$ cat config.mk
export PLATFORM = sky130hd
export DESIGN_NAME = deserializer_1to64_sr
export DESIGN_NICKNAME = d
export VERILOG_FILES = /design/src/rtl/deserializer_1to64_sr.sv
export SDC_FILE = /design/constraint.sdc
export NUM_CORES = 1
export LEC_CHECK = 0
export ABC_AREA = 1
export ABC_CLOCK_PERIOD_IN_PS = 2000
export CAP_MARGIN = 20
export CORE_MARGIN = 2
export CORE_UTILIZATION = 50
export DETAILED_ROUTE_END_ITERATION = 16
export PLACE_DENSITY_LB_ADDON = 0.08
export SLEW_MARGIN = 20
export SYNTH_ARGS = -nofsm -noshare
export SYNTH_HDL_FRONTEND = slang
export SYNTH_SLANG_ARGS = --single-unit
$ cat constraint.sdc
create_clock -name clk -period 2 [get_ports clk]
set_input_delay 0.2 -clock clk [delete_from_list [all_inputs] [get_ports clk]]
set_output_delay 0.2 -clock clk [all_outputs]
set_load 0.05 [all_outputs]
$ cat src/rtl/deserializer_1to64_sr.sv
`default_nettype none
// ============================================================================
// Module      : deserializer_1to64_sr
// Description : Serial-to-parallel deserializer. It hunts for a 16-bit sync
//               pattern and then captures one MSB-first WIDTH-bit word.
// Revision    : 1.0 - initial release
// ============================================================================
module deserializer_1to64_sr #(
    parameter int          WIDTH        = 64,
    parameter logic [15:0] SYNC_PATTERN = 16'hA55A,
    parameter int          HUNT_LIMIT   = 1024
) (
    input  logic             clk,
    input  logic             reset,
    input  logic             bit_en,
    input  logic             serial_in,
    output logic [WIDTH-1:0] data_out,
    output logic             data_valid,
    output logic             locked,
    output logic [15:0]      frame_cnt,
    output logic             sync_err
);

    localparam int BCW = $clog2(WIDTH);
    localparam int HCW = (HUNT_LIMIT > 1) ? $clog2(HUNT_LIMIT) : 1;

    typedef enum logic [0:0] {
        ST_HUNT    = 1'b0,
        ST_CAPTURE = 1'b1
    } state_t;

    state_t             state_q,      state_d;
    // The top bit of the window and of the shift register always shifts out
    // unused, so only the bits that feed the next value are stored.
    logic [14:0]        window_q,     window_d;
    logic [WIDTH-2:0]   shift_q,      shift_d;
    logic [BCW-1:0]     bit_cnt_q,    bit_cnt_d;
    logic [HCW-1:0]     hunt_cnt_q,   hunt_cnt_d;
    logic [WIDTH-1:0]   data_out_q,   data_out_d;
    logic               data_valid_q, data_valid_d;
    logic [15:0]        frame_cnt_q,  frame_cnt_d;
    logic               sync_err_q,   sync_err_d;

    logic [15:0]        window_next;
    logic [WIDTH-1:0]   word_next;

    assign window_next = {window_q, serial_in};
    assign word_next   = {shift_q, serial_in};

    always_ff @(posedge clk) begin
        if (reset) begin
            state_q      <= ST_HUNT;
            window_q     <= '0;
            shift_q      <= '0;
            bit_cnt_q    <= '0;
            hunt_cnt_q   <= '0;
            data_out_q   <= '0;
            data_valid_q <= 1'b0;
            frame_cnt_q  <= '0;
            sync_err_q   <= 1'b0;
        end else begin
            state_q      <= state_d;
            window_q     <= window_d;
            shift_q      <= shift_d;
            bit_cnt_q    <= bit_cnt_d;
            hunt_cnt_q   <= hunt_cnt_d;
            data_out_q   <= data_out_d;
            data_valid_q <= data_valid_d;
            frame_cnt_q  <= frame_cnt_d;
            sync_err_q   <= sync_err_d;
        end
    end

    always_comb begin
        state_d      = state_q;
        window_d     = window_q;
        shift_d      = shift_q;
        bit_cnt_d    = bit_cnt_q;
        hunt_cnt_d   = hunt_cnt_q;
        data_out_d   = data_out_q;
        data_valid_d = 1'b0;
        frame_cnt_d  = frame_cnt_q;
        sync_err_d   = 1'b0;

        if (bit_en) begin
            unique case (state_q)
                ST_HUNT: begin
                    window_d = window_next[14:0];
                    // A match wins over a timeout that lands on the same bit.
                    if (window_next == SYNC_PATTERN) begin
                        state_d    = ST_CAPTURE;
                        bit_cnt_d  = '0;
                        hunt_cnt_d = '0;
                    end else if (hunt_cnt_q == HCW'(HUNT_LIMIT - 1)) begin
                        sync_err_d = 1'b1;
                        hunt_cnt_d = '0;
                    end else begin
                        hunt_cnt_d = hunt_cnt_q + HCW'(1);
                    end
                end
                ST_CAPTURE: begin
                    shift_d   = word_next[WIDTH-2:0];
                    bit_cnt_d = bit_cnt_q + BCW'(1);
                    if (bit_cnt_q == BCW'(WIDTH - 1)) begin
                        data_out_d   = word_next;
                        data_valid_d = 1'b1;
                        frame_cnt_d  = frame_cnt_q + 16'd1;
                        state_d      = ST_HUNT;
                        window_d     = '0;
                    end
                end
                default: state_d = ST_HUNT;
            endcase
        end
    end

    assign data_out   = data_out_q;
    assign data_valid = data_valid_q;
    assign locked     = (state_q == ST_CAPTURE);
    assign frame_cnt  = frame_cnt_q;
    assign sync_err   = sync_err_q;

endmodule
`default_nettype wire
# Word level (Yosys, flattened, before mapping)
# Cells that the tools add are included.
# totals
regBits	177
inputBits	4
elab_cells	37
# op_classes
addsub	3
n_eq_ne	5
mux	11
bitwise	2
n_reduce_logical	7
# op_table
op	count
15-bit one-hot mux with 2 select lines	1
10-bit 2-to-1 mux	2
16-bit by 1-bit adder with 16-bit output (second input constant)	1
16-bit == test (second input constant)	1
15-bit 2-to-1 mux	1
6-bit one-hot mux with 2 select lines	1
10-bit by 1-bit adder with 10-bit output (second input constant)	1
10-bit == test (second input constant)	1
2-bit AND reduction	4
6-bit by 1-bit adder with 6-bit output (second input constant)	1
6-bit == test (second input constant)	1
6-bit 2-to-1 mux	1
1-bit 2-to-1 mux	4
4-bit OR reduction	1
3-bit AND reduction	1
3-bit OR reduction	1
2-bit by 1-bit != test with 1-bit output (second input constant)	1
2-bit != test (second input constant)	1
1-bit NOT	2
1-bit one-hot mux with 2 select lines	1

# Logic depth before layout (Yosys ltp)
# Gate-level depths: netlist of run 1.
# depth
ltp_word	3
depth_mapped	10

# Least setup slack after synthesis of run 1
# OpenSTA, ideal clock, no wires.
# synth_timing
path_kind	register to register
start	reg state_q, in the netlist locked
end	reg data_out_q[24], in the netlist data_out[24]
arrival_ps	1627
required_ps	1882
path_slack_ps	256
stages_incl_launch_ff	11
path_cell_list	dfxtp_1 > nand2_2 > buf_4 > clkinv_2 > nand3_4 > nand2_2 > inv_2 > buf_6 > buf_6 > nand2_1 > o21ai_1
# synth_via
elab_chain_len	1
# synth_rtl
element	line_no	source
from (decl)	32	state_t state_q, state_d;
from (signal assigned)	62	state_q <= state_d;
3-bit AND reduction (no line)	--	
to (signal assigned)	67	data_out_q <= data_out_d;
to (decl)	39	logic [WIDTH-1:0] data_out_q, data_out_d;
# No other way between the ends.
# A chain may end at the register's enable or synchronous reset.

# Worst setup path after layout of run 1
# layout_timing
start	reg frame_cnt_q[3], in the netlist frame_cnt[3]
end	out frame_cnt[3]
# layout_rtl
element	line_no	source
from (decl)	41	logic [15:0] frame_cnt_q, frame_cnt_d;
from (signal assigned)	69	frame_cnt_q <= frame_cnt_d;
to (decl)	20	output logic [15:0] frame_cnt,
# No word-level cell between the ends.

==> summary.md, run 1 <==
| Metric | Value |
|---|---|
| Inst Count DP | `roughly 1100` |
| Most frequent cells after synthesis | `nand2_1, dfxtp_1, nor2_1` |
| Nets | `931` |
| Num Clock Sinks | `177` |
| Tmin final | `between 1500 and 2000 ps` |
| Syn_nets | `851` |
| Fmax | `0.5218 GHz` |
| Sequential area share after synthesis | `54.46%` |
| Remaining antenna violation count | `0` |
| Post-synthesis compound-gate area fraction | `13.29%` |
| Synth warn | `0` |
| Fill cells | `1155` |
| Max Cap Viol | `0` |
| Floorplan core area | `roughly 13000 um2` |
| Fraction of layout cells with a size suffix above 1 | `5.769%` |
| Yosys reg bits | `177` |
| Post-DP HPWL | `8948 um` |
| Async set or reset register ratio after synthesis | `0%` |
| H-tree levels | `4` |
| Port bufs | `86` |
| Crit-path max FO | `6` |
| Post-synthesis xor/xnor area fraction | `0.9423%` |
| Post-synthesis cell count | `roughly 840` |
| Worst path buffer plus inverter count | `1` |
| Largest family of logic cells by synthesized area | `simple AND/OR/NAND/NOR gates` |
| RSZ-0062 raised after global routing | `false` |
| CTS resizes | `0` |
| CP required | `between 1500 and 2000 ps` |
| Synth Area in Simple Gates | `between 20% and 30%` |
| Worst-margin pin slew | `532.2 ps` |
| 1st-pass router iterations | `5` |
| Final setup viols | `0` |
| Max Clock Skew | `roughly 5.3 ps` |
| Cell variety after synth | `29` |
| Startpoint Class | `flip-flop` |
| Total gr overflow | `0` |
| Final hold violations | `0` |
| Die H | `118.1 um` |
| Synthesis-to-finish area growth | `24.00%` |
| Slowest CP cell | `clkdlybuf4s50_1` |
| Total I/O pin count | `87` |
| Post-synth top area cell | `dfxtp_1` |
| # Post-CTS Setup Buffers | `0` |
| Non-Filler Instances | `between 1000 and 1500` |
| Final cycle utilization of the critical path | `95.83%` |
| Largest net degree at the start of global routing | `62` |
| First-pass GRT wire length | `23150 um` |
| Slew HR | `64.41%` |
| CTS buffer count | `17` |
| # hold bufs at CTS | `0` |
| Critical path's top delay family | `buffers and inverters` |
| Final WS setup | `83.45 ps` |
| Pre-CTS setup slack | `around 140 ps` |
| Initial antenna violation count | `0` |
| CP Class | `reg -> out` |
| Post-synthesis adder-cell area fraction | `0.5769%` |
| Drt drc | `0` |
| Via density | `4.907` |
| Worst min-delay path class | `reg -> reg` |
| Die width | `118.1 um` |
| Routed vias | `5437` |
| WL/cell | `12.14 um` |
| Fin. max-slew vios | `0` |
| Pleak | `between 3 and 4 nW` |
| Post-synth top area share | `54.46%` |
| Crit end category | `output pin` |
| Critical path data arrival time | `1720 ps` |
| Post-Syn Area | `approximately 6500 um2` |
| Initial Utilization | `51.35%` |
| Max clock buf depth | `2` |
| Ys flop type | `dfxtp_1` |
| Total negative setup slack | `0 ps` |
| Detailed Route Iter0 Violations | `310` |
| Largest cells by area after synthesis | `dfxtp_1, nand2_1, o21ai_0` |
| CTS tree | `yes` |
| Crit-path cells | `clkdlybuf4s50_1` |
| Root Driver | `clkbuf_16` |
| Peak VDD IR | `537.3 uV` |
| Clk slew on worst S/H paths | `60 ps` |
| Post-synth EDFFs | `0` |
| Pwr dens | `860.4 nW/um2` |
| Proportion of synthesized area in mux cells | `0%` |
| Status | `complete, no violations` |
| Clk Latency, worst-skew pair | `420 ps` |
| Count leader, synth | `nand2_1` |
| Final wirelength | `around 13000 um` |
| Die area | `13940 um2` |
| Post-Syn Area per Cell | `7.709 um2` |
| FP Rows | `41` |
| CP peak stage delay | `roughly 850 ps` |
| # diodes | `0` |
| Routability congestion estimate from global placement | `slightly above 0.8` |
| Design Power | `6.941 mW` |
| Vias in the first global route | `5089` |
| All-Layer GR Usage | `20.14%` |
## power by group
group | internal, mW | leakage, nW | switching, mW | total, mW
clock network | 1.99 | 0.290 | 1.25 | 3.24
logic | 0.0480 | 1.40 | 0.109 | 0.157
registers | 3.53 | 1.43 | 0.00734 | 3.54
total | 5.58 | 3.12 | 1.36 | 6.94
## sequential cells by signal, summed over array words and instances (netlist names)
signal and cells:
bit_cnt_q 6, data_out 64, data_valid 1, frame_cnt 16, hunt_cnt_q 10, locked 1
shift_q 63, sync_err 1, window_q 15
## area by class of cell
cell class / count / area [um2] / area share (%)
Tap cell: 172 / 215.2 / 2.667
Inverter: 76 / 286.5 / 3.551
Clock inverter: 5 / 75.07 / 0.9305
Timing Repair Buffer: 102 / 993.5 / 12.31
Multi-Input combinational cell: 550 / 2445 / 30.30
Sequential cell: 177 / 3543 / 43.92
Clock buffer: 26 / 509.2 / 6.312
## cell usage in the layout, fill, tap and decap left out
| master | instances |
|---|---|
| o21ai_1 | 25 |
| clkbuf_1 | 4 |
| a211oi_1 | 1 |
| buf_4 | 15 |
| a31oi_1 | 1 |
| nor3_4 | 1 |
| nor2_2 | 1 |
| nand3_4 | 1 |
| nor2_4 | 1 |
| clkbuf_8 | 5 |
| o21ai_0 | 84 |
| clkbuf_16 | 17 |
| ha_1 | 3 |
| bufinv_16 | 2 |
| a21oi_1 | 46 |
| clkdlybuf4s50_1 | 86 |
| buf_12 | 1 |
| nand2_2 | 3 |
| nand4_1 | 4 |
| nand2_1 | 223 |
| nor3_1 | 4 |
| nand3_1 | 24 |
| xnor2_1 | 1 |
| nor2_1 | 109 |
| dfxtp_1 | 177 |
| inv_2 | 3 |
| inv_1 | 72 |
| clkinv_2 | 4 |
| xor2_1 | 6 |
| o22ai_1 | 12 |
## per-stage QoR
step	utilization (%)	hold slack [ps]	cell area, um2
final	63.67	448.9	8068
after global routing	63.67	459.0	8068
after CTS	63.67	438.3	8068
after detailed placement	59.06	437.7	7483
after global placement	59.06	437.0	7483
after floorplan	-	366.5	6506
## cells by family (layout without fill, tap and decap cells)
family | count (synthesis) | in the layout
simple gates | 371 | 371
flops | 177 | 177
compound gates | 169 | 169
buf+inv | 117 | 209
xor+xnor | 7 | 7
fa+ha+maj | 3 | 3
## per-layer routing
layer	global-route usage [%]	part of all wire (%)	wire length, um	vias up
li1	-	-	-	2838
met1	25.25	47	6346	2483
met2	33.20	47	6347	102
met3	5.136	4.4	594	14
met4	7.831	1.2	161	0
met5	0	0	0	-
## worst paths after layout
kind	end	startpoint	depth (start not counted)	slack, ps
worst max-delay path	frame_cnt[3]	frame_cnt[3]	1	80
worst min-delay path	data_out[61]	data_out[61]	2	450
worst min register to register	data_out[61]	data_out[61]	2	450
worst max register to register	frame_cnt[0]	bit_cnt_q[0]	9	200
(Power assumes the default switching activity.)
==> run 2: changes to the inputs <==
--- a/config.mk
+++ b/config.mk
@@ -11,7 +11,7 @@
 export CORE_MARGIN = 2
 export CORE_UTILIZATION = 50
 export DETAILED_ROUTE_END_ITERATION = 16
-export PLACE_DENSITY_LB_ADDON = 0.08
+export PLACE_DENSITY = 0.74
 export SLEW_MARGIN = 20
 export SYNTH_ARGS = -nofsm -noshare
 export SYNTH_HDL_FRONTEND = slang
==> summary.md, run 2 (synthesis results as in run 1) <==
| Metric | Value |
|---|---|
| Status | `complete, no violations` |
| Routed vias | `5358 (-1.5%)` |
| Total gr overflow | `0 (unchanged)` |
| Largest net degree at the start of global routing | `62 (unchanged)` |
| 1st-pass router iterations | `4 (-1)` |
| Initial Utilization | `51.35% (unchanged)` |
| Worst path buffer plus inverter count | `1 (unchanged)` |
| Die H | `118.1 um (unchanged)` |
| Root Driver | `clkbuf_16` |
| Final WS setup | `78.75 ps (-4.697 ps)` |
| Placed instance area | `7496 um2 (+0.17%)` |
| Final Util | `63.65% (about the same)` |
| CP required | `1800 ps (about the same)` |
| Initial antenna violation count | `0 (unchanged)` |
| Clk slew on worst S/H paths | `60 ps (about the same)` |
| Total I/O pin count | `87 (unchanged)` |
| Post-DP HPWL | `8236 um (-8.0%)` |
| Peak VDD IR | `531.2 uV (-1.1%)` |
| Final cycle utilization of the critical path | `96.06% (+0.23 points)` |
| Remaining antenna violation count | `0 (unchanged)` |
| Vias in the first global route | `4808 (-5.5%)` |
| RSZ-0062 raised after global routing | `false` |
| Floorplan core area | `12670 um2 (unchanged)` |
| # Post-CTS Setup Buffers | `0 (unchanged)` |
| Die width | `118.1 um (unchanged)` |
| CTS buffer count | `17 (unchanged)` |
| CP Class | `reg -> out` |
| Startpoint Class | `flip-flop` |
| # hold bufs at CTS | `0 (unchanged)` |
| Pwr dens | `852.8 nW/um2 (-0.88%)` |
| Fraction of layout cells with a size suffix above 1 | `5.989% (+0.22 points)` |
| Commonest non-fill, non-tap cell in the layout | `nand2_1` |
| Number of flip-flops in the largest register | `64 (unchanged)` |
| Inst Count DP | `1077 (unchanged)` |
| Design area | `8065 um2 (about the same)` |
| WL/cell | `11.67 um (-3.8%)` |
| CTS tree | `yes` |
| Crit-path cells | `clkdlybuf4s50_1` |
| Fill cells | `1126 (-2.5%)` |
| Hold Slack | `449.6 ps (+0.6540 ps)` |
| Clk Latency, worst-skew pair | `420 ps (about the same)` |
| Total negative setup slack | `0 ps (unchanged)` |
| Final wirelength | `12920 um (-3.9%)` |
| CP peak stage delay | `850 ps (about the same)` |
| Worst min-delay path class | `reg -> reg` |
| Routability congestion estimate from global placement | `0.7933 (-1.4%)` |
| Port bufs | `86 (unchanged)` |
| Critical path data arrival time | `1720 ps (about the same)` |
| Synthesis-to-finish area growth | `23.96% (about the same)` |
| Max Cap Viol | `0 (unchanged)` |
| Worst-margin pin slew | `542.0 ps (+9.790 ps)` |
| Crit-path max FO | `6 (unchanged)` |
| Die area | `13940 um2 (unchanged)` |
| Multi-input gate area | `2445 um2 (unchanged)` |
| Tmin final | `1921 ps (+4.697 ps)` |
| Max Clock Skew | `5.445 ps (+0.1867 ps)` |
| Non-Filler Instances | `1107 (-0.090%)` |
| Design Power | `6.878 mW (-0.91%)` |
| Register Area | `3543 um2 (unchanged)` |
| Fmax | `0.5205 GHz (-0.24%)` |
| Crit end category | `output pin` |
| H-tree levels | `4 (unchanged)` |
| Pleak | `3.112 nW (-0.26%)` |
| First-pass GRT wire length | `22220 um (-4.0%)` |
| Commonest non-fill, non-tap cells in the layout | `nand2_1, dfxtp_1, nor2_1` |
| Final setup viols | `0 (unchanged)` |
| Pre-CTS setup slack | `169.6 ps (+31.18 ps)` |
| All-Layer GR Usage | `19.24% (-0.90 points)` |
| FP Rows | `41 (unchanged)` |
| Slowest CP cell | `clkdlybuf4s50_1` |
| Nets | `931 (unchanged)` |
| # diodes | `0 (unchanged)` |
| Num Clock Sinks | `177 (unchanged)` |
| R2r setup slk | `220 ps (+20 ps)` |
| Final hold violations | `0 (unchanged)` |
| Max clock buf depth | `2 (unchanged)` |
| Critical path's top delay family | `buffers and inverters` |
| Detailed Route Iter0 Violations | `456 (+47%)` |
| Fin. max-slew vios | `0 (unchanged)` |
| Via density | `4.840 (-1.4%)` |
| Slew HR | `63.76% (-0.65 points)` |
| CTS resizes | `0 (unchanged)` |
| Drt drc | `0 (unchanged)` |
## run 2: cell count changes in the layout (fill, tap and decap cells not counted)
cell        before  now
buf_4           15   14
buf_12           1    2
clkbuf_1         4    1
clkinv_2         4    5
clkinvlp_4       0    2
clkbuf_8         5    2
clkinv_4         0    2
## run 2: area by class of cell
cell class,instances,share of cell area (%)
clock buffer,20,5.662
clock inverter,10,1.396
inverter,76,3.553
multi-input combinational,550,30.31
sequential,177,43.93
tap,172,2.668
timing repair buffer,102,12.47
## run 2: worst paths after layout
check          startpoint  cells past startpoint      endpoint
max          frame_cnt[3]                      1  frame_cnt[3]
min          data_out[47]                      2  data_out[47]
max reg2reg  bit_cnt_q[0]                      9  data_out[54]
min reg2reg  data_out[47]                      2  data_out[47]
## run 2: per-layer routing
metal / vias up / share of wire (%) / track usage (%)
met1: 2383 / 50 / 25.91
met3: 14 / 5.0 / 6.008
met2: 122 / 44 / 29.62
li1: 2839 / - / -
met5: - / 0 / 0
met4: 0 / 1.1 / 5.723
## run 2: worst reg2reg max path: cells and delay by family (launching register included)
kind | cells | cell delay, ps
AND/OR/NAND/NOR | 6 | 810
buffers and inverters | 2 | 300
flip-flops | 1 | 370
adder cells (fa/ha/maj) | 1 | 200
## run 2: where the power goes
group / switching [mW] / internal (mW) / leakage (nW)
clock: 1.30 / 1.88 / 0.277
combinational: 0.108 / 0.0507 / 1.41
sequential: 0.00650 / 3.53 / 1.43
